--- config.mk ---
export PLATFORM = sky130hd
export DESIGN_NAME = cve2_obi_arbiter
export DESIGN_NICKNAME = d
export VERILOG_FILES = /design/src/rtl/cve2_obi_arbiter.sv
export SDC_FILE = /design/constraint.sdc
export NUM_CORES = 1
export LEC_CHECK = 0
export ABC_AREA = 0
export CORE_AREA = 2 2 109 111
export DETAILED_ROUTE_END_ITERATION = 16
export DIE_AREA = 0 0 111 113
export PLACE_DENSITY_LB_ADDON = 0.15
export SYNTH_ARGS = -nofsm -noshare
export SYNTH_HDL_FRONTEND = slang
export SYNTH_SLANG_ARGS = --single-unit
--- constraint.sdc ---
create_clock -name clk_i -period 7.2 [get_ports clk_i]
set_input_delay 0.72 -clock clk_i [delete_from_list [all_inputs] [get_ports clk_i]]
set_output_delay 0.72 -clock clk_i [all_outputs]
set_load 0.01 [all_outputs]
--- src/rtl/cve2_obi_arbiter.sv ---
// cve2_obi_arbiter: shares one OBI memory port between the core's instruction and data ports.
// Ports: clk_i/rst_ni clock and async active-low reset; instr_* fetch port (req/gnt/addr, rvalid/err/rdata);
// data_* load/store port (req/gnt/we/be/addr/wdata, rvalid/err/rdata); mem_* shared memory port;
// busy_o high while any accepted transaction awaits its response.
module cve2_obi_arbiter #(
  parameter int unsigned MaxOutstanding = 2
) (
  input  logic        clk_i,
  input  logic        rst_ni,
  input  logic        instr_req_i,
  output logic        instr_gnt_o,
  input  logic [31:0] instr_addr_i,
  output logic        instr_rvalid_o,
  output logic        instr_err_o,
  output logic [31:0] instr_rdata_o,
  input  logic        data_req_i,
  input  logic        data_we_i,
  input  logic [3:0]  data_be_i,
  input  logic [31:0] data_addr_i,
  input  logic [31:0] data_wdata_i,
  output logic        data_gnt_o,
  output logic        data_rvalid_o,
  output logic        data_err_o,
  output logic [31:0] data_rdata_o,
  output logic        mem_req_o,
  output logic        mem_we_o,
  output logic [3:0]  mem_be_o,
  output logic [31:0] mem_addr_o,
  output logic [31:0] mem_wdata_o,
  input  logic        mem_gnt_i,
  input  logic        mem_rvalid_i,
  input  logic        mem_err_i,
  input  logic [31:0] mem_rdata_i,
  output logic        busy_o
);
  logic [2:0] count, wr_idx;
  logic [MaxOutstanding-1:0] ids, ids_n, wr_mask;
  logic locked, lock_id, rr_last, owner, owner_req, full, accept, pop;
  assign full = count == 3'(MaxOutstanding);
  assign owner = locked ? lock_id : (instr_req_i ^ data_req_i) ? data_req_i : ~rr_last;
  assign owner_req = owner ? data_req_i : instr_req_i;
  assign mem_req_o = (instr_req_i | data_req_i) & ~full;
  assign accept = mem_req_o & mem_gnt_i & rst_ni;
  assign pop = mem_rvalid_i & (count != 3'd0);
  assign instr_gnt_o = accept & ~owner;
  assign data_gnt_o = accept & owner;
  assign mem_addr_o = owner ? data_addr_i : instr_addr_i;
  assign mem_we_o = owner & data_we_i;
  assign mem_be_o = owner ? data_be_i : 4'hF;
  assign mem_wdata_o = owner ? data_wdata_i : 32'h0;
  assign instr_rvalid_o = pop & ~ids[0];
  assign data_rvalid_o = pop & ids[0];
  assign instr_err_o = instr_rvalid_o & mem_err_i;
  assign data_err_o = data_rvalid_o & mem_err_i;
  assign instr_rdata_o = mem_rdata_i;
  assign data_rdata_o = mem_rdata_i;
  assign busy_o = count != 3'd0;
  assign wr_idx = count - {2'b0, pop};
  assign wr_mask = MaxOutstanding'(1) << wr_idx;
  always_comb begin
    ids_n = pop ? ids >> 1 : ids;
    if (accept) ids_n = (ids_n & ~wr_mask) | ({MaxOutstanding{owner}} & wr_mask);
  end
  always_ff @(posedge clk_i or negedge rst_ni) begin
    if (!rst_ni) begin
      count <= 3'd0;
      ids <= '0;
      locked <= 1'b0;
      lock_id <= 1'b0;
      rr_last <= 1'b0;
    end else begin
      count <= count + {2'b0, accept} - {2'b0, pop};
      ids <= ids_n;
      if (accept) rr_last <= owner;
      if (accept | (locked & ~owner_req)) locked <= 1'b0;
      else if (mem_req_o & ~mem_gnt_i) begin
        locked <= 1'b1;
        lock_id <= owner;
      end
    end
  end
endmodule

After elaboration in Yosys (flattened, before gate mapping)
Index checks and enable logic that the tools add are counted.
Storage, ports and cells
  bits in registers: 8
  output and inout port bits: 141
Cells by class
  add/subtract/negate cells: 3
  eq/ne operators: 1
  shifts and indexed selects: 1
  muxes and demuxes: 10
  bitwise gates (word level): 27
  reductions and logical operators: 3
Operator list (number)
  two-way mux 32 bit: 2
  AND 1 bit: 13
  inverter 1 bit: 7
  subtractor 3 x 1 -> 3 bit: 2
  two-way mux 1 bit: 5
  AND 2 bit: 2
  two-way mux 2 bit: 2
  two-way mux 4 bit: 1
  adder 3 x 1 -> 3 bit: 1
  == test 3 x 2 -> 1 bit, second input constant: 1
  nonzero test 3 bit: 1
  left shift 1 x 3 -> 2 bit, first input constant: 1
  inverter 2 bit: 1
  OR 1 bit: 2
  OR 2 bit: 1
  AND reduction 2 bit: 1
  nonzero test 2 bit: 1
  XOR 1 bit: 1

Depth between registers and ports, before layout
Gate-level depths: netlist (run 1).
  word-level depth: 9
  depth in mapped cells: 11
  depth with buffers taken out: 10

Worst setup path after synthesis (run 1)
Ideal clock, no wire load.
  path kind: input port to flip-flop
  start: input instr_req_i
  end: register count[2]
  library setup time: 0.080 ns
  arrival: 2.693 ns
  setup slack: 4.427 ns
  stages on the path: 11
  path through: inv_1 ha_1 nand3b_1 or2_2 buf_2 ha_1 inv_1 ha_1 fa_1 xnor2_1 xnor2_1
Between the ends
  longest elaborated chain between the ends: 6
RTL lines
  from (decl): line 10  | input logic instr_req_i,
  OR 1 bit: line 42  | assign mem_req_o = (instr_req_i | data_req_i) & ~full;
  AND 1 bit: line 42
  AND 1 bit (2 in series): line 43  | assign accept = mem_req_o & mem_gnt_i & rst_ni;
  adder 3 x 1 -> 3 bit: line 72  | count <= count + {2'b0, accept} - {2'b0, pop};
  subtractor 3 x 1 -> 3 bit: line 72
  to (signal assigned): line 72
  to (decl): line 36  | logic [2:0] count, wr_idx;
Every way passes these cells.
A chain may end at the register's enable or synchronous reset.

Worst setup path in the final report (run 1)
  start: input data_req_i
  end: output mem_addr_o[0]
Between the ends
  longest elaborated chain between the ends: 4
RTL lines
  from (decl): line 16  | input logic data_req_i,
  XOR 1 bit: line 40  | assign owner = locked ? lock_id : (instr_req_i ^ data_req_i) ? data_req_i : ~rr_last;
  two-way mux 1 bit * (2 in series): line 40
  two-way mux 32 bit *: line 47  | assign mem_addr_o = owner ? data_addr_i : instr_addr_i;
  to (decl): line 28  | output logic [31:0] mem_addr_o,
Every way passes the cells marked *; elsewhere a longest branch is shown, timed or not.

==> results of run 1 <==
==> through the flow <==
| step | worst slack (ns) | util | total power [mW] | hold WS [ns] |
|---|---|---|---|---|
| floorplan | 4.43 | - | 0.588 | 0.424 |
| global placement | 2.61 | 0.293 | 0.894 | 0.523 |
| detailed placement | 2.58 | 0.293 | 0.890 | 0.527 |
| CTS | 2.57 | 0.300 | 0.989 | 0.535 |
| global route | 2.42 | 0.300 | 1.04 | 0.568 |
| finish | 2.64 | 0.300 | 0.970 | 0.530 |
==> metal layers <==
layer / wire, µm / vias up / GRT usage
met4: 21 / 0 / 0.0142
met3: 808 / 6 / 0.0487
li1: - / 815 / -
met5: 0 / - / 0
met1: 2300 / 719 / 0.102
met2: 3210 / 133 / 0.167
==> placed cells by master (no fill, tap or decap) <==
cell type        instances
clkdlybuf4s50_1        184
and2_1                  34
mux2_4                  32
dfrtp_1                  8
inv_1                    7
nor2_1                   6
nand2b_1                 6
mux2i_1                  5
ha_1                     5
nand2_1                  3
nor4_1                   3
clkbuf_16                3
or2_2                    2
o31ai_1                  2
xnor2_1                  2
o21ai_0                  2
nor3b_1                  1
nand3b_1                 1
and2_4                   1
xor2_1                   1
o31a_2                   1
or3_1                    1
and3_1                   1
o211a_1                  1
mux2_2                   1
fa_1                     1
buf_4                    1
==> path summary, 6_finish.rpt <==
kind                       depth (start not counted)  startpoint             to  slack (ns)
setup / recovery                                   8  data_req_i  mem_addr_o[0]        2.64
hold / removal                                     2     rr_last        rr_last        0.53
setup reg to reg                                   8    count[0]       count[2]        4.68
hold reg to reg                                    2     rr_last        rr_last        0.53
max in group asynchronous                          1      rst_ni        rr_last        6.11
min in group asynchronous                          1      rst_ni         ids[1]        0.80
==> sequential cells by signal, summed over array words and instances (netlist names) <==
signal	count
count	3
ids	2
lock_id	1
locked	1
rr_last	1
==> report_power, final <==
group | total, mW | internal, mW | switching [mW]
sequential | 0.0893 | 0.0663 | 0.0229
combinational | 0.787 | 0.482 | 0.306
clock | 0.0935 | 0.0716 | 0.0218
total | 0.970 | 0.619 | 0.350
==> worst min-delay path, delay by kind of cell, from the launching register on <==
kind / cells / cell delay [ns]
compound gates: 2 / 0.15
flops: 1 / 0.34
==> kinds of logic after synthesis <==
family,count (synthesis)
buffers and inverters,80
DFF,8
xor gates and xnor gates,3
and+or+nand+nor,59
adders and majority gates,6
muxes,38
AOI/OAI and AO/OA,6
==> final cells by class <==
cell class,instances,area share
timing repair buffer,185,0.548
multi-input combinational,112,0.310
sequential,8,0.0593
tap,143,0.0530
clock buffer,3,0.0222
inverter,7,0.00778
==> results.py, run 1 <==
metrics = {
    "floorplanning": {
        "rows": 39,
        "die_area_um2": 12500,
        "initial_utilization": 0.164,
        "fp.dieH_um": 113,
        "die_w_um": 111,
        "io_pins": 281,
        "fp.coreArea_um2": 11300,
    },
    "logic_synthesis": {
        "yosys_warnings": 0,
        "syn_nets": 346,
        "synth_top_cell_area_share": 0.259,
        "synth-compound-area-share": 0.0236,
        "ys_async_sr_fraction": 1.00,
        "netlist_area_um2": 1850,
        "synth_most_common_cell": "buf_4",
        "syn_inst": 200,
        "synth_xor_area_frac": 0.0142,
        "synthDistinctLibCells": 29,
        "ys_seq_elements": 8,
        "synth_top_family_by_area": "buffers and inverters",
        "synthTopCellsByArea": "buf_4 (26%), mux2_4 (26%), and2_1 (11%)",
        "synthMuxAreaShare": 0.293,
        "yosys.area_share.adder": 0.0446,
        "ys_top_cells_by_count": "buf_4 (64), and2_1 (34), mux2_4 (32), dfrtp_1 (8), inv_1 (7)",
        "synth_flop_cell": "dfrtp_1",
        "yosys.area.top_type": "buf_4",
        "synth-simple-area-share": 0.190,
        "ys_seq_area_frac": 0.108,
        "avgSynthCellArea_um2": 9.26,
        "synth_edf_count": 0,
    },
    "placed_design": {
        "dp_hpwl_um": 5420,
        "io_buffers": 184,
        "gp_congestion": 0.753,
        "placed_cell_area_um2": 3300,
        "dp_cells": 455,
    },
    "clock_network": {
        "cts_sinks": 8,
        "root_buffer": "clkbuf_16",
        "post_cts_buffers": 0,
        "clkLatencyLatePin_ns": 0.23,
        "cts_hold_buf": 0,
        "cts_tree": "built",
        "cts_max_level": 1,
        "path_clk_slew_ns": 0.04,
        "cts_repair_resize_count": 0,
        "cts_buffers": 3,
        "clk_path_buf_depth": 2,
    },
    "worst_setup_path": {
        "crit_path_frequent_cell": "clkdlybuf4s50_1",
        "cpPeakStageDelay_ns": 0.69,
        "crit_path_start_kind": "input port",
        "cp_max_fo": 39,
        "crit_arrival_ns": 3.84,
        "crit_slowest_cell": "o31a_2",
        "path_cells": "clkdlybuf4s50_1 > inv_1 > ha_1 > nor2_1 > o31a_2 > buf_4 > mux2_4 > clkdlybuf4s50_1",
        "cp_top_family": "buffers and inverters",
        "critical_path_required_ns": 6.48,
        "cp-end-kind": "output port",
        "cp_num_buf_inv": 4,
        "worst-setup-path-type": "in -> out",
    },
    "timing": {
        "relSlewSlack": 0.462,
        "finalCriticalPeriod_ns": 4.56,
        "fin_worst_skew_ns": 0.000577,
        "setup_violations": 0,
        "clock.fmax_mhz": 219,
        "rsz0062_at_grt": "false",
        "hold_viol": 0,
        "finalCritPeriodShare": 0.633,
        "slew_violations": 0,
        "fin_tns_setup_ns": 0,
        "worst_pin_slew_ns": 0.806,
    },
    "route": {
        "viasPerCell": 3.65,
        "ant_nets": 0,
        "dr.pass1.iters": 4,
        "drc": 0,
        "routedWlPerCell_um": 13.8,
        "drt_iter0_markers": 55,
        "wl_um": 6340,
        "vias": 1673,
    },
    "layout": {
        "layout.cells.non_filler": 458,
        "nNetsFinal": 463,
        "seq_area_um2": 200,
        "multi_input_area_um2": 1050,
        "num_antenna_cells": 0,
        "drive_gt1_frac": 0.130,
        "final_area_um2": 3380,
        "fillers": 1184,
        "area_delta_synth_final_pct": 82.4,
    },
    "grt": {
        "grt_max_degree": 40,
        "grt_usage": 0.0937,
        "grt_pass1_vias": 1702,
        "grt_overflow": 0,
        "antenna_found_initial": 0,
        "grt_pass1_wl_um": 9460,
    },
    "power": {
        "vdd_drop_max_mv": 0.149,
        "p_per_area_nw_per_um2": 287,
        "cellLeakagePower_nw": 1.40,
    },
    "status": {
        "outcome": "complete, no violations",
    },
    "hold_path": {
        "hold_class": "reg -> reg",
    },
    "run": {
        "drv_cap": 0,
    },
}
Note: power is estimated with default switching activity, not from simulation.
==> run 2, diff against run 1 <==
- clock period: 7.2 -> 3.81 ns (I/O delays scaled with it)
==> results.py, run 2 (synthesized netlist as in run 1, its figures left out) <==
metrics = {
    "placed_design": {
        "dp_hpwl_um": 5670,
        "gp_congestion": 0.741,
        "placed_cell_area_um2": 3320,
        "io_buffers": 184,
    },
    "grt": {
        "grt_max_degree": 45,
        "grt_usage": 0.0964,
        "grt_overflow": 0,
        "grt_pass1_vias": 1735,
        "grt_pass1_wl_um": 9670,
        "antenna_found_initial": 0,
    },
    "layout": {
        "final_cell_mix": "clkdlybuf4s50_1 (184), and2_1 (34), mux2_4 (32)",
        "reg_top3": "count x3, ids x2",
        "fillers": 1211,
        "num_antenna_cells": 0,
        "seq_area_um2": 200,
        "final_util": 0.302,
        "area_delta_synth_final_pct": 83.6,
        "nNetsFinal": 466,
        "largest_reg_flops": 3,
        "final_common_cell": "clkdlybuf4s50_1",
        "multi_input_area_um2": 1050,
        "drive_gt1_frac": 0.138,
        "regMostFlops": "count",
        "final_area_um2": 3400,
    },
    "route": {
        "drt_iter0_markers": 37,
        "vias": 1697,
        "drc": 0,
        "routedWlPerCell_um": 14.3,
        "ant_nets": 0,
        "dr.pass1.iters": 4,
        "viasPerCell": 3.68,
        "wl_um": 6590,
    },
    "timing": {
        "hold_viol": 0,
        "clock.fmax_mhz": 314,
        "finalCriticalPeriod_ns": 3.19,
        "setup_violations": 0,
        "rsz0062_at_grt": "false",
        "fin_worst_skew_ns": 0.00148,
        "fin_tns_setup_ns": 0,
        "finalCritPeriodShare": 0.837,
        "relSlewSlack": 0.584,
        "slew_violations": 0,
        "worst_pin_slew_ns": 0.619,
    },
    "power": {
        "p_comb_frac": 0.814,
        "power_frac_clock": 0.094,
        "vdd_drop_max_mv": 0.327,
        "finalPower_mw": 1.84,
        "switching_share": 0.360,
        "p_per_area_nw_per_um2": 543,
        "cellLeakagePower_nw": 1.41,
        "p_int_mw": 1.18,
        "seqPwrFrac": 0.093,
        "p_sw_uw": 664,
    },
    "worst_setup_path": {
        "crit_path_start_kind": "input port",
        "cp_max_fo": 44,
        "worst-setup-path-type": "in -> out",
        "cp-end-kind": "output port",
        "crit_arrival_ns": 2.81,
        "critical_path_required_ns": 3.43,
    },
    "floorplanning": {
        "io_pins": 281,
        "rows": 39,
        "fp.dieH_um": 113,
        "die_area_um2": 12500,
        "fp.coreArea_um2": 11300,
        "initial_utilization": 0.164,
        "die_w_um": 111,
    },
    "clock_network": {
        "cts_max_level": 1,
        "clk_path_buf_depth": 2,
        "post_cts_buffers": 0,
        "cts_hold_buf": 0,
        "path_clk_slew_ns": 0.04,
        "clkLatencyLatePin_ns": 0.23,
        "root_buffer": "clkbuf_16",
        "cts_tree": "built",
        "cts_repair_resize_count": 0,
        "cts_sinks": 8,
        "cts_buffers": 3,
    },
    "status": {
        "outcome": "complete, no violations",
    },
    "run": {
        "drv_cap": 0,
    },
    "hold_path": {
        "hold_class": "in -> async",
    },
}
## run 2: cell count changes in the layout (fill, tap and decap cells not counted)
cell,delta
buf_4,+3
## run 2: worst paths after layout
kind	to	depth (start not counted)	from	slack (ns)
max	mem_addr_o[25]	8	data_req_i	0.62
min	count[1]	2	rst_ni	0.44
min in group clk_i	rr_last	2	rr_last	0.52
max reg2reg	count[2]	8	count[0]	1.29
max in group asynchronous	lock_id	2	rst_ni	3.23
min reg2reg	rr_last	2	rr_last	0.52
## run 2: power by group through the flow
stage | registers [mW] | logic (mW) | clock network (mW)
2_1_floorplan | 0.157 | 0.954 | 0
3_3_place_gp | 0.173 | 1.54 | 0
3_5_place_dp | 0.172 | 1.53 | 0
4_1_cts | 0.172 | 1.54 | 0.177
5_1_grt | 0.179 | 1.61 | 0.183
6_report | 0.171 | 1.50 | 0.173
## run 2: cell type report
class                      instances  area share
clock buffer                       3      0.0221
multi-input combinational        112       0.308
inverter                           7     0.00773
tap                              143      0.0526
sequential                         8      0.0589
timing repair buffer             188       0.551
## run 2: per-layer routing
layer  vias up  share of wire  GRT usage
met5         -              0          0
met3         6           0.10     0.0396
met2       130           0.50      0.173
met4         0         0.0030     0.0142
met1       740           0.39      0.110
li1        821              -          -
## run 2: through the flow
stage	std cells	setup WS, ns	hold slack, ns
finish	461	0.621	0.441
floorplan	200	1.38	0.0854
global route	461	0.444	0.463
detailed placement	458	0.586	0.519
global placement	458	0.603	0.523
CTS	461	0.572	0.441
## run 2: worst max-delay path, cell delays in order
cell             delay [ns]
clkdlybuf4s50_1        0.50
inv_1                  0.05
ha_1                   0.28
and2_4                 0.17
o31a_2                 0.29
buf_4                  0.27
mux2_4                 0.35
clkdlybuf4s50_1        0.49
